===== config.mk =====
export PLATFORM = sky130hd
export DESIGN_NAME = pre_data_fifo_flat
export DESIGN_NICKNAME = d
export VERILOG_FILES = /design/src/rtl/pre_data_fifo_if.sv /design/src/rtl/pre_data_fifo.sv /design/src/flat_wrapper.sv
export SDC_FILE = /design/constraint.sdc
export NUM_CORES = 1
export LEC_CHECK = 0
export CAP_MARGIN = 20
export CELL_PAD_IN_SITES_DETAIL_PLACEMENT = 0
export CELL_PAD_IN_SITES_GLOBAL_PLACEMENT = 1
export CORE_UTILIZATION = 45
export CTS_BUF_LIST = sky130_fd_sc_hd__clkbuf_8
export CTS_CLUSTER_DIAMETER = 50
export DETAILED_ROUTE_END_ITERATION = 7
export PLACE_DENSITY = 0.83
export SLEW_MARGIN = 15
export SYNTH_ARGS = -nofsm -noshare
export SYNTH_HDL_FRONTEND = slang
export SYNTH_SLANG_ARGS = --single-unit

===== constraint.sdc =====
create_clock -name eth_clk -period 6.05 [get_ports eth_clk]
set_input_delay 1.21 -clock eth_clk [delete_from_list [all_inputs] [get_ports eth_clk]]
set_output_delay 1.21 -clock eth_clk [all_outputs]
set_load 0.01 [all_outputs]

===== src/rtl/pre_data_fifo_if.sv =====
// Frame write / word read bus for pre_data_fifo; clock and reset are kept outside.
interface pre_data_fifo_if #(
  parameter int N           = 8,
  parameter int DATA_POINTS = 5,
  parameter int N_FRAMES    = 3,
  parameter int CNT_W       = 16
);
  localparam int FC_W = $clog2(N_FRAMES + 1);

  logic [N*DATA_POINTS-1:0] data_in;
  logic                     wvalid;
  logic                     wready;
  logic [N-1:0]             rd_data;
  logic                     rd_valid;
  logic                     rd_ready;
  logic                     rd_first;
  logic                     rd_last;
  logic                     empty;
  logic                     full;
  logic [FC_W-1:0]          fill_count;
  logic [CNT_W-1:0]         drop_count;

  modport slave (
    input  data_in, wvalid, rd_ready,
    output wready, rd_data, rd_valid, rd_first, rd_last, empty, full, fill_count, drop_count
  );

  modport master (
    output data_in, wvalid, rd_ready,
    input  wready, rd_data, rd_valid, rd_first, rd_last, empty, full, fill_count, drop_count
  );
endinterface


===== src/rtl/pre_data_fifo.sv =====
// Frame FIFO: whole frames written in one cycle, streamed out one word per handshake.
module pre_data_fifo #(
  parameter int N            = 8,
  parameter int DATA_POINTS  = 5,
  parameter int N_FRAMES     = 3,
  parameter int DROP_ON_FULL = 1,
  parameter int CNT_W        = 16
) (
  input  logic             eth_clk,
  input  logic             sclr,
  pre_data_fifo_if.slave   bus
);
  localparam int FC_W  = $clog2(N_FRAMES + 1);
  localparam int PTR_W = $clog2(N_FRAMES);
  localparam int IDX_W = $clog2(DATA_POINTS);

  localparam logic [FC_W-1:0]  FULL_CNT = FC_W'(N_FRAMES);
  localparam logic [FC_W-1:0]  ONE_CNT  = FC_W'(1);
  localparam logic [PTR_W-1:0] PTR_LAST = PTR_W'(N_FRAMES - 1);
  localparam logic [IDX_W-1:0] IDX_LAST = IDX_W'(DATA_POINTS - 1);

  localparam logic [0:0] S_IDLE   = 1'b0;
  localparam logic [0:0] S_STREAM = 1'b1;

  typedef logic [DATA_POINTS-1:0][N-1:0] frame_t;

  frame_t           mem_q [N_FRAMES];
  logic [PTR_W-1:0] wr_ptr_q, wr_ptr_d;
  logic [PTR_W-1:0] rd_ptr_q, rd_ptr_d;
  logic [IDX_W-1:0] idx_q, idx_d;
  logic [FC_W-1:0]  fill_q, fill_d;
  logic [CNT_W-1:0] drop_q, drop_d;
  logic [0:0]       state_q, state_d;

  logic full, wr_en, drop_en, hs, rel;

  always_comb begin
    full    = (fill_q == FULL_CNT);
    wr_en   = bus.wvalid && !full;
    drop_en = (DROP_ON_FULL != 0) && bus.wvalid && full;
    hs      = (state_q == S_STREAM) && bus.rd_ready;
    rel     = hs && (idx_q == IDX_LAST);

    wr_ptr_d = wr_ptr_q;
    rd_ptr_d = rd_ptr_q;
    idx_d    = idx_q;
    fill_d   = fill_q;
    drop_d   = drop_q;
    state_d  = state_q;

    if (wr_en) wr_ptr_d = (wr_ptr_q == PTR_LAST) ? '0 : wr_ptr_q + 1'b1;

    if (wr_en && !rel)      fill_d = fill_q + 1'b1;
    else if (!wr_en && rel) fill_d = fill_q - 1'b1;

    if (drop_en && drop_q != '1) drop_d = drop_q + 1'b1;

    case (state_q)
      S_IDLE: begin
        idx_d = '0;
        if (fill_q != '0) state_d = S_STREAM;
      end
      default: begin
        if (rel) begin
          idx_d    = '0;
          rd_ptr_d = (rd_ptr_q == PTR_LAST) ? '0 : rd_ptr_q + 1'b1;
          // A frame written this same cycle keeps the stream going with no bubble.
          if (fill_q == ONE_CNT && !wr_en) state_d = S_IDLE;
        end else if (hs) begin
          idx_d = idx_q + 1'b1;
        end
      end
    endcase
  end

  always_ff @(posedge eth_clk) begin
    if (sclr) begin
      wr_ptr_q <= '0;
      rd_ptr_q <= '0;
      idx_q    <= '0;
      fill_q   <= '0;
      drop_q   <= '0;
      state_q  <= S_IDLE;
    end else begin
      wr_ptr_q <= wr_ptr_d;
      rd_ptr_q <= rd_ptr_d;
      idx_q    <= idx_d;
      fill_q   <= fill_d;
      drop_q   <= drop_d;
      state_q  <= state_d;
    end
  end

  // Frame storage is deliberately left out of reset.
  always_ff @(posedge eth_clk) begin
    if (wr_en) mem_q[wr_ptr_q] <= frame_t'(bus.data_in);
  end

  assign bus.wready     = (DROP_ON_FULL != 0) ? 1'b1 : !full;
  assign bus.rd_valid   = (state_q == S_STREAM);
  assign bus.rd_data    = mem_q[rd_ptr_q][idx_q];
  assign bus.rd_first   = (state_q == S_STREAM) && (idx_q == '0);
  assign bus.rd_last    = (state_q == S_STREAM) && (idx_q == IDX_LAST);
  assign bus.empty      = (fill_q == '0);
  assign bus.full       = full;
  assign bus.fill_count = fill_q;
  assign bus.drop_count = drop_q;
endmodule


===== src/flat_wrapper.sv =====
// flat-port wrapper written by rule: the top's interface ports become plain ports
module pre_data_fifo_flat 
#(
  parameter int N            = 8,
  parameter int DATA_POINTS  = 5,
  parameter int N_FRAMES     = 3,
  parameter int DROP_ON_FULL = 1,
  parameter int CNT_W        = 16
)
  (eth_clk, sclr, bus_data_in, bus_wvalid, bus_rd_ready, bus_wready, bus_rd_data, bus_rd_valid, bus_rd_first, bus_rd_last, bus_empty, bus_full, bus_fill_count, bus_drop_count);
  pre_data_fifo_if #(.N(N), .DATA_POINTS(DATA_POINTS), .N_FRAMES(N_FRAMES), .CNT_W(CNT_W)) bus_i ();
  input  logic eth_clk;
  input  logic sclr;
  input wire logic [$bits(bus_i.data_in)-1:0] bus_data_in;
  input wire logic [$bits(bus_i.wvalid)-1:0] bus_wvalid;
  input wire logic [$bits(bus_i.rd_ready)-1:0] bus_rd_ready;
  output wire logic [$bits(bus_i.wready)-1:0] bus_wready;
  output wire logic [$bits(bus_i.rd_data)-1:0] bus_rd_data;
  output wire logic [$bits(bus_i.rd_valid)-1:0] bus_rd_valid;
  output wire logic [$bits(bus_i.rd_first)-1:0] bus_rd_first;
  output wire logic [$bits(bus_i.rd_last)-1:0] bus_rd_last;
  output wire logic [$bits(bus_i.empty)-1:0] bus_empty;
  output wire logic [$bits(bus_i.full)-1:0] bus_full;
  output wire logic [$bits(bus_i.fill_count)-1:0] bus_fill_count;
  output wire logic [$bits(bus_i.drop_count)-1:0] bus_drop_count;
  assign bus_i.data_in = bus_data_in;
  assign bus_i.wvalid = bus_wvalid;
  assign bus_i.rd_ready = bus_rd_ready;
  assign bus_wready = bus_i.wready;
  assign bus_rd_data = bus_i.rd_data;
  assign bus_rd_valid = bus_i.rd_valid;
  assign bus_rd_first = bus_i.rd_first;
  assign bus_rd_last = bus_i.rd_last;
  assign bus_empty = bus_i.empty;
  assign bus_full = bus_i.full;
  assign bus_fill_count = bus_i.fill_count;
  assign bus_drop_count = bus_i.drop_count;
  pre_data_fifo #(.N(N), .DATA_POINTS(DATA_POINTS), .N_FRAMES(N_FRAMES), .DROP_ON_FULL(DROP_ON_FULL), .CNT_W(CNT_W)) u_core (.eth_clk(eth_clk), .sclr(sclr), .bus(bus_i));
endmodule

# Yosys cells after proc, flatten, opt, wreduce, memory -nomap -nowiden

Memories as Yosys holds them, arrays and structs flattened. A register that Yosys moved wholly into a read port is not among the register bits.
Index checks and enable logic that the tools add are counted.

Register bits: 26
Latch bits: 0
Memory bits (writable): 120
ROM bits: 0
Bits of input ports: 44
Output and inout port bits: 32
Memories: 1

Memories:

| name         | words | width | read ports | clocked after memory_dff | wr ports | line                | text |
|---|---|---|---|---|---|---|---|
| u_core.mem_q | 3     | 40    | 1          | 1                        | 1        | pre_data_fifo.sv:27 | `frame_t mem_q [N_FRAMES];` |

$add $sub $neg: 6
Multipliers: 0
Divide/modulo/power cells: 0
Magnitude comparators: 1
Equal/unequal tests: 6
Shift operators: 0
Multiplexer cells: 14
Bitwise gates (word level): 1
Reductions and logical operators: 19

Operator list:

| operator                | count |
|---|---|
| $bmux W8 S3             | 1 |
| $add A16 B1 Y16 const B | 1 |
| $ne A16 B16 Y1 const B  | 1 |
| $mux W2                 | 6 |
| $logic_and A1 B1 Y1     | 10 |
| $mux W8                 | 1 |
| $add A2 B1 Y2 const B   | 3 |
| $eq A2 B2 Y1 const B    | 3 |
| $mux W1                 | 6 |
| $lt A3 B4 Y1 const B    | 1 |
| $reduce_bool A2 Y1      | 2 |
| $add A3 B1 Y3 const B   | 1 |
| $eq A3 B3 Y1 const B    | 1 |
| $logic_not A1 Y1        | 3 |
| $logic_not A3 Y1        | 1 |
| $reduce_or A3 Y1        | 1 |
| $eq A2 B1 Y1 const B    | 1 |
| $logic_not A2 Y1        | 1 |
| $reduce_and A2 Y1       | 1 |
| $sub A2 B1 Y2 const B   | 1 |
| $not A1 Y1              | 1 |

# Depth between registers and ports, before layout

Gate-level depths: netlist of the first run.

Word-level depth: 8
Mapped depth: 12
Gate-level depth less buffers: 10

# Worst setup path before layout of the first run

No wires, ideal clock.

Kind: input port to flip-flop
From: input bus_wvalid
To: memory u_core.mem_q[1][0] in the netlist's numbering, enable pin
Setup time: 0.498 ns
Arrival: 4.405 ns
Path slack: 1.147 ns
Stages on the path: 2
Buffers on the path: 0
Cells stage by stage: nand2b_1 -> nor3b_1

Word-level cells in the longest chain between the ends: 3

RTL lines:

| item                          | line                | text |
|---|---|---|
| start, declared               | flat_wrapper.sv:15  | `input wire logic [$bits(bus_i.wvalid)-1:0] bus_wvalid;` |
| $logic_and A1 B1 Y1           | pre_data_fifo.sv:39 | `wr_en = bus.wvalid && !full;` |
| $mux W1                       | pre_data_fifo.sv:96 | `if (wr_en) mem_q[wr_ptr_q] <= frame_t'(bus.data_in);` |
| $mux W1 (implied by the code) | pre_data_fifo.sv:96 |  |
| end, declared                 | pre_data_fifo.sv:27 |  |

No other way between the ends.

==> results of run 1 <==
==> worst max-delay path, stage by stage, from the launching register on <==
cell and delay, ns:
dfxtp_1 0.85, buf_4 0.40, mux4_2 0.54, mux2i_1 0.18, o22ai_1 0.12, clkdlybuf4s50_1 0.50
==> flip-flops by register name, indices dropped and copies added, names as in the netlist, named ones only <==
register               flops
u_core.wr_ptr_q            2
u_core.idx_q               3
u_core.bus.fill_count      2
u_core.bus.drop_count     16
u_core.rd_ptr_q            2
u_core.bus.rd_valid        1
u_core.mem_q             120
==> power breakdown <==
| part | internal, mW | leakage, nW | switching, mW |
|---|---|---|---|
| Combinational | 0.0801 | 0.951 | 0.0733 |
| Clock | 0.354 | 0.185 | 0.339 |
| Sequential | 1.15 | 1.34 | 0.0178 |
==> cell type report <==
cell class	count	area (sq um)	share of cell area (%)
Sequential cell	148	4164	57.07
Multi-Input combinational cell	198	1748	23.96
Timing Repair Buffer	80	780.7	10.70
Clock buffer	17	234.0	3.207
Tap cell	172	215.2	2.950
Clock inverter	12	116.4	1.595
Inverter	10	37.54	0.5145
==> placed cells by master, fill, tap and decap left out, types with 10 or more instances in the layout <==
master / count
dfxtp_1: 28
clkbuf_8: 17
nor2_1: 19
mux4_2: 24
edfxtp_1: 120
clkdlybuf4s50_1: 73
mux2i_1: 10
nand2_1: 16
inv_1: 10
a21oi_1: 24
==> kinds of logic (layout without fill, tap and decap cells) <==
group / Yosys count / after routing / share of synthesized area [%]
other: 1 / 1 / 0.06214
XOR/XNOR: 3 / 3 / 0.4355
buffers and inverters: 28 / 119 / 2.280
AO/OA/AOI/OAI: 52 / 52 / 5.329
AND/OR/NAND/NOR: 85 / 85 / 7.775
multiplexers: 50 / 50 / 13.66
adder cells (fa/ha/maj): 7 / 7 / 1.451
flip-flops: 148 / 148 / 69.00
==> stage by stage <==
stage / utilization, % / std cells
after floorplan: - / 374
after global placement: 54.14 / 607
after detailed placement: 54.20 / 608
after CTS: 56.93 / 637
after global routing: 56.89 / 637
final: 56.89 / 637
==> worst max path at each step <==
stage / slack, ns / cells past startpoint / endpoint / from
2_1_floorplan: 1.15 / 2 / u_core.mem_q[1][0] / bus_wvalid
6_report: 1.81 / 5 / bus_rd_data[2] / flip-flop
4_1_cts: 1.74 / 5 / bus_rd_data[2] / flip-flop
3_5_place_dp: 2.23 / 5 / bus_rd_data[2] / flip-flop
3_3_place_gp: 2.27 / 4 / u_core.mem_q[2][1] / bus_wvalid
5_1_grt: 1.56 / 4 / bus_rd_data[0] / u_core.idx_q[0]
==> metal layers <==
metal | wire length (um) | vias to the layer above
met5 | 0 | -
met4 | 249 | 0
met3 | 504 | 19
met2 | 5679 | 114
met1 | 5185 | 1740
li1 | - | 1629
==> metrics.cfg, run 1 <==
[outcome]
status = completed

[timing]
grt_setup_unrepaired = false
setup_viol = 0
post-route-worst-setup-slack_ns = 1.812
timing.final.max_slew_violations = 0
period_share_pct = 70.06
finClkSkew_ns = 0.006552
timing_worst_slew_pin_value_ns = 1.025
finalHoldViolations = 0
finalCriticalPeriod_ns = 4.238
achievable-frequency_mhz = 235.9
max_slew_margin_pct = 31.38
fin_hold_ws_ns = 0.5090
timing.setup.tns_ns = 0

[clock_network]
cts_tree = done
cts.repair.resized = 0
holdBufCountCts = 0
cts.reportedPaths.clkPinSlew_ns = 0.07
ctsLongestPathBuffers = 2
cts_buffers = 17
clock_tree.root_cell = clkbuf_8
clock_tree.htree_level_count = 4
cts.repair_timing.setup_buffer_count = 0
worstSkewPairLatency_ns = 0.44
tritoncts_num_sinks = 148

[global_route]
grt_first_pass_wirelength_um = 18370
groute.layer.met2.usage_pct = 27.94
met1_track_demand_over_resource_pct = 22.80
grt.busiest_layer = met2
gr-usage-all-layers_pct = 17.65
gr-usage-met3_pct = 4.215
grt.overflow.total = 0
pin_count_of_the_biggest_net_entering_global_routing = 35
number_of_global_route_vias_before_repair = 3510
grt_antenna_before_repair = 0

[synthesis]
post-synth-top-area-cell = edfxtp_1
netlist_instances = 374
synth.top_cell.area_share_pct = 59.71
ffs_latches_synth = 148
yosys_warnings = 0
synth_enable_flop_cells = 120
ys_types = 46
post_syn_nets = 425
postSynth.asyncResetShare_pct = 0
ys_top_cells_by_count = 120 x edfxtp_1, 28 x dfxtp_1, 24 x a21oi_1, 24 x mux4_2, 19 x nor2_1
synthTopCellsByArea = edfxtp_1 60%, dfxtp_1 9.3%, mux4_2 9.0%
synth.most_common_cell = edfxtp_1
synth_sequential_area_ratio_pct = 69.00
post_synth.cell_area_avg_sq_um = 16.14
postSynth.topFlopCell = edfxtp_1
post_synth_instance_area_sq_um = 6035

[route]
routed_wirelength_um = 11620
drtPass1Iterations = 5
num_vias = 3502
detail_route.wl_per_cell_um = 18.24
detail_route.vias_per_cell = 5.498
detail_route.drc_violations = 0
postRouteAntennaNets = 0
number_of_drc_violations_after_detailed_routing_iteration_0 = 265

[worst_setup_path]
worst-endpoint-arrival_ns = 3.03
endpoint_of_the_most_critical_register_to_register_path = u_core.mem_q[1][7]
worst_ep_required_time_ns = 4.84
crit_fanout = 13
r2r_setup_slack_ns = 3.34
worst_setup_path_start_kind = flip-flop
timing_worst_setup_path_type = reg2out
worst_r2r_start = u_core.bus.fill_count[0]
endpoint_kind = output pin
reg2regPathDepth = 4

[worst_hold_path]
whs_path_depth = 2
min_from = u_core.rd_ptr_q[1]
path_class_of_the_lowest_slack_min_delay_path = reg2reg

[cells_and_area]
fillers = 1021
syn2layout_area_growth_pct = 20.90
post_route_cells_drive_above_1_share_pct = 16.13
diodes = 0
fin_area_sq_um = 7296
final_net_count = 506

[flow_run]
count_of_max_cap_constraint_violations = 0

[place]
buffer_ports.inserted = 74
dpl_cell_area_sq_um = 6950
gp_congestion = 0.8023
pre_cts_ws_ns = 2.226
dp.final_hpwl_um = 7850

[die]
die_h_um = 117.8
floorplan.die_area_sq_um = 13880
initial_core_util_pct = 47.05
core_area_sq_um = 12820
fp.dieW_um = 117.8
ioPinCount = 76
fp-row-count = 41

[power_and_ir_drop]
power_density_nw_per_um2 = 276.1
worst_ir_drop_vdd_mv = 0.1330
final_total_power_mw = 2.015
p_leak_nw = 2.472

(Power assumes the default switching activity.)
==> run 2: changes to the inputs <==
Settings changed: CORE_UTILIZATION 45 to 43.
Clock period 6.05 ns to 3.7 ns, I/O delays scaled along.
==> run 2 against run 1 <==
Compared with the run above:
- setup slack got worse by 1.5 ns
- clock power up 59%
- sequential share of layout area down 0.63 points
- non-clock buffer count increased by 5
- combinational power is 74% higher
- critical path depth decreased by 1
- worst hold slack worse by 0.013 ns
- via count fell by 0.26%
- global-route usage is 0.18 points lower
- clock skew increased by 0.0051 ns
- design area grew 1.1%
- routed wire length up 1.4%
- highest routed layer unchanged
==> metrics.cfg, run 2 (same netlist as run 1, synthesis figures left out) <==
[worst_setup_path]
worst_setup_path_start_kind = flip-flop
endpoint_kind = output pin
worst_ep_required_time_ns = 2.96
timing_worst_setup_path_type = reg2out
worst-endpoint-arrival_ns = 2.69
crit_fanout = 9

[route]
num_vias = 3493
number_of_drc_violations_after_detailed_routing_iteration_0 = 256
detail_route.drc_violations = 0
detail_route.vias_per_cell = 5.390
detail_route.wl_per_cell_um = 18.19
routed_wirelength_um = 11790
drtPass1Iterations = 4
postRouteAntennaNets = 0

[clock_network]
worstSkewPairLatency_ns = 0.44
ctsLongestPathBuffers = 2
cts_tree = done
clock_tree.htree_level_count = 4
holdBufCountCts = 0
cts_buffers = 17
tritoncts_num_sinks = 148
cts.repair_timing.setup_buffer_count = 0
cts.reportedPaths.clkPinSlew_ns = 0.07
clock_tree.root_cell = clkbuf_8
cts.repair.resized = 0

[place]
dp.final_hpwl_um = 7673
buffer_ports.inserted = 74
gp_congestion = 0.7548

[timing]
setup_viol = 0
timing.setup.tns_ns = 0
finalCriticalPeriod_ns = 3.431
finalHoldViolations = 0
timing_worst_slew_pin_value_ns = 0.6414
grt_setup_unrepaired = false
max_slew_margin_pct = 57.18
timing.final.max_slew_violations = 0
period_share_pct = 92.72
finClkSkew_ns = 0.01166
achievable-frequency_mhz = 291.5

[cells_and_area]
layout.cells.most_common_list = 120 x edfxtp_1, 74 x clkdlybuf4s50_1, 28 x dfxtp_1, 24 x mux4_2, 24 x a21oi_1
post_route_cells_drive_above_1_share_pct = 16.95
layout_commonest_cell = edfxtp_1
top_register = u_core.mem_q
diodes = 0
syn2layout_area_growth_pct = 22.25
final_net_count = 511
flip_flop_count_of_the_largest_register_all_copies_and_words_added = 120
fillers = 1110

[power_and_ir_drop]
worst_ir_drop_vdd_mv = 0.2537
power_density_nw_per_um2 = 444.1
final_total_power_mw = 3.276
power_frac_seq_pct = 58.3
p_leak_nw = 2.490
power.combinational.fraction_pct = 8.1
clock_network_power_share_pct = 33.6
power_report.internal_total_mw = 2.542
swShare_pct = 22.40
power_switching_uw = 733.9

[worst_hold_path]
path_class_of_the_lowest_slack_min_delay_path = reg2reg

[flow_run]
count_of_max_cap_constraint_violations = 0

[global_route]
grt_antenna_before_repair = 0
pin_count_of_the_biggest_net_entering_global_routing = 41
number_of_global_route_vias_before_repair = 3618
grt_first_pass_wirelength_um = 18680
grt.overflow.total = 0
gr-usage-all-layers_pct = 17.46

[die]
initial_core_util_pct = 44.86
die_h_um = 120.5
core_area_sq_um = 13450
fp-row-count = 42
fp.dieW_um = 120.5
floorplan.die_area_sq_um = 14510
ioPinCount = 76

[outcome]
status = completed

==> run 2: changes by cell type in the layout (fill, tap and decap cells not counted), moves of 2 or more <==
| cell | previous run | this run |
|---|---|---|
| buf_4 | 6 | 9 |
| clkinvlp_4 | 0 | 3 |
| clkinv_2 | 3 | 1 |
| nor3b_2 | 2 | 0 |
| nor3b_4 | 0 | 2 |
==> run 2: metal layers <==
| layer | vias up | global-route usage, % | part of all wire [%] |
|---|---|---|---|
| met1 | 1766 | 22.46 | 45 |
| met2 | 78 | 28.09 | 50 |
| met5 | - | 0 | 0 |
| li1 | 1636 | - | - |
| met3 | 13 | 4.528 | 4.1 |
| met4 | 0 | 7.407 | 1.3 |
==> run 2: cell type report <==
cell class,count,area [sq um],area share (%)
Sequential cell,148,4164,56.44
Inverter,10,37.54,0.5088
Multi-Input combinational cell,198,1767,23.95
Tap cell,176,220.2,2.985
Clock buffer,17,234.0,3.172
Clock inverter,14,111.4,1.509
Timing Repair Buffer,85,843.3,11.43
==> run 2: final timing paths <==
path | to | slack (ns) | start | depth (start not counted)
max | bus_rd_data[0] | 0.27 | u_core.idx_q[0] | 4
min | flip-flop | 0.50 | u_core.rd_ptr_q[1] | 2
max reg2reg | u_core.bus.fill_count[1] | 1.29 | u_core.idx_q[0] | 11
min reg2reg | flip-flop | 0.50 | u_core.rd_ptr_q[1] | 2
==> run 2: critical path: stages, from the launching register on <==
cell             delay [ns]
dfxtp_1                0.73
mux4_2                 0.59
a221oi_1               0.28
o22ai_1                0.15
clkdlybuf4s50_1        0.51
==> run 2: metrics by stage <==
stage / utilization (%) / hold WS (ns) / setup slack, ns / instance area (sq um) / cells
5_1_grt: 54.84 / 0.5328 / 0.02533 / 7377 / 648
3_5_place_dp: 52.16 / 0.4962 / 0.6986 / 7017 / 616
4_1_cts: 54.72 / 0.5053 / 0.2064 / 7362 / 647
2_1_floorplan: - / 0.4538 / 0.6721 / 6050 / 374
6_report: 54.84 / 0.4957 / 0.2692 / 7377 / 648
3_3_place_gp: 52.16 / 0.4822 / 0.7098 / 7017 / 616
==> run 2: power groups by stage <==
stage,Sequential (mW),Clock [mW],Combinational [mW]
2_1_floorplan,1.94,0,0.124
6_report,1.91,1.10,0.266
3_5_place_dp,1.95,0,0.268
3_3_place_gp,1.94,0,0.261
5_1_grt,1.92,1.20,0.288
4_1_cts,1.91,1.14,0.270
==> run 3: changes to the inputs <==
Settings changed: CORE_UTILIZATION 43 to 45.
Clock period 3.7 ns to 4.5 ns, I/O delays scaled along.
==> run 3 against run 2 <==
Compared with the run above:
- sequential cell count stayed put
- routed wire length about the same
- die area is 4.4% lower
- worst hold slack lost 0.0074 ns
- global-route usage increased by 0.69 points
- combinational power is 21% lower
- total power down 14%
- clock skew barely moved
- count of clock-buffer cells in the layout unchanged
==> metrics.cfg, run 3 (same netlist as run 1, synthesis figures left out) <==
[outcome]
status = completed

[timing]
timing_worst_slew_pin_value_ns = 1.047
setup_viol = 0
max_slew_margin_pct = 29.82
achievable-frequency_mhz = 255.0
timing.setup.tns_ns = 0
period_share_pct = 87.14
finalCriticalPeriod_ns = 3.921
grt_setup_unrepaired = false
fin_hold_ws_ns = 0.4883
finalHoldViolations = 0
timing.final.max_slew_violations = 0
finClkSkew_ns = 0.01189

[global_route]
met1_track_demand_over_resource_pct = 23.43
gr-usage-all-layers_pct = 18.15
number_of_global_route_vias_before_repair = 3563
grt_antenna_before_repair = 0
pin_count_of_the_biggest_net_entering_global_routing = 41
grt.busiest_layer = met2
gr-usage-met3_pct = 4.748
grt.overflow.total = 0
grt_first_pass_wirelength_um = 18990
groute.layer.met2.usage_pct = 29.23

[route]
num_vias = 3531
postRouteAntennaNets = 0
number_of_drc_violations_after_detailed_routing_iteration_0 = 267
detail_route.vias_per_cell = 5.509
drtPass1Iterations = 4
detail_route.wl_per_cell_um = 18.37
routed_wirelength_um = 11780
detail_route.drc_violations = 0

[worst_setup_path]
critical_path.slowest_cell = nor3_2
critical_path.top_delay_family = simple AND/OR/NAND/NOR gates
worst_ep_required_time_ns = 3.60
endpoint_kind = output pin
critPathLaunch = u_core.idx_q[0]
timing_worst_setup_path_type = reg2out
cp_slowest_stage_delay_ns = 0.95
worst-endpoint-arrival_ns = 3.02
critPathBufInv = 1
worst_r2r_start = u_core.idx_q[0]
critical_path.cell_chain = nor3_2 -> a221oi_1 -> o22ai_1 -> clkdlybuf4s50_1
crit_fanout = 15
worst_setup_path_start_kind = flip-flop

[cells_and_area]
layout.cells.most_common_list = 120 x edfxtp_1, 73 x clkdlybuf4s50_1, 28 x dfxtp_1, 24 x mux4_2, 24 x a21oi_1
diodes = 0
fin_area_sq_um = 7368
final_core_util_pct = 57.45
flip_flop_count_of_the_largest_register_all_copies_and_words_added = 120
post_route_cells_drive_above_1_share_pct = 16.84
syn2layout_area_growth_pct = 22.10
top_register = u_core.mem_q
final_net_count = 508
layout_commonest_cell = edfxtp_1

[die]
floorplan.die_area_sq_um = 13880
ioPinCount = 76
fp-row-count = 41
die_h_um = 117.8
initial_core_util_pct = 47.05
fp.dieW_um = 117.8
core_area_sq_um = 12820

[power_and_ir_drop]
p_leak_nw = 2.497
power_report.internal_total_mw = 2.199
power.combinational.fraction_pct = 7.5
power_density_nw_per_um2 = 381.3
power_switching_uw = 611.1
worst_ir_drop_vdd_mv = 0.2171
power_frac_seq_pct = 55.9
swShare_pct = 21.75
clock_network_power_share_pct = 36.7

[clock_network]
cts.repair_timing.setup_buffer_count = 0
ctsLongestPathBuffers = 2
holdBufCountCts = 0
clock_tree.root_cell = clkbuf_8
cts.reportedPaths.clkPinSlew_ns = 0.07
clock_tree.htree_level_count = 4
tritoncts_num_sinks = 148
cts.repair.resized = 0
worstSkewPairLatency_ns = 0.44
cts_tree = done
cts_buffers = 17

[place]
gp_congestion = 0.7873
dp.final_hpwl_um = 7615
buffer_ports.inserted = 74
dpl_cell_area_sq_um = 6978

[worst_hold_path]
min_from = u_core.rd_ptr_q[0]
path_class_of_the_lowest_slack_min_delay_path = reg2reg

[flow_run]
count_of_max_cap_constraint_violations = 0

[run 3: power by group through the flow]
stage	Combinational, mW	Clock (mW)	Sequential [mW]
after floorplan	0.102	0	1.60
after global placement	0.208	0	1.60
after detailed placement	0.213	0	1.60
after CTS	0.214	1.06	1.57
after global routing	0.227	1.11	1.57
final	0.210	1.03	1.57
[run 3: final timing paths]
check,end,slack (ns),cells past startpoint
max,bus_rd_data[7],0.58,4
min,u_core.rd_ptr_q[0],0.49,2
max reg2reg,u_core.bus.fill_count[1],1.92,10
min reg2reg,u_core.rd_ptr_q[0],0.49,2
[run 3: routing by layer]
layer	share of wire, %	wire length, um
met5	0	0
met3	6.3	739
met2	50	5851
met1	43	5036
met4	1.3	148
[run 3: tightest hold or removal path, stage by stage, from the launching register on]
cell     delay (ns)
dfxtp_1        0.32
nand2_1        0.05
a21oi_1        0.06
[run 3: final cells by class]
cell class	count	area [sq um]
fill	1042	5456
sequential	148	4164
multi-input combinational	198	1760
timing repair buffer	82	795.8
clock buffer	17	234.0
tap	172	215.2
clock inverter	14	161.4
inverter	10	37.54
[run 3: stage by stage]
step	setup slack, ns	total power [mW]	cells
after floorplan	0.1455	1.699	374
after global placement	0.9952	1.806	610
after detailed placement	0.9982	1.815	610
after CTS	0.4968	2.841	641
after global routing	0.3008	2.911	641
final	0.5788	2.810	641
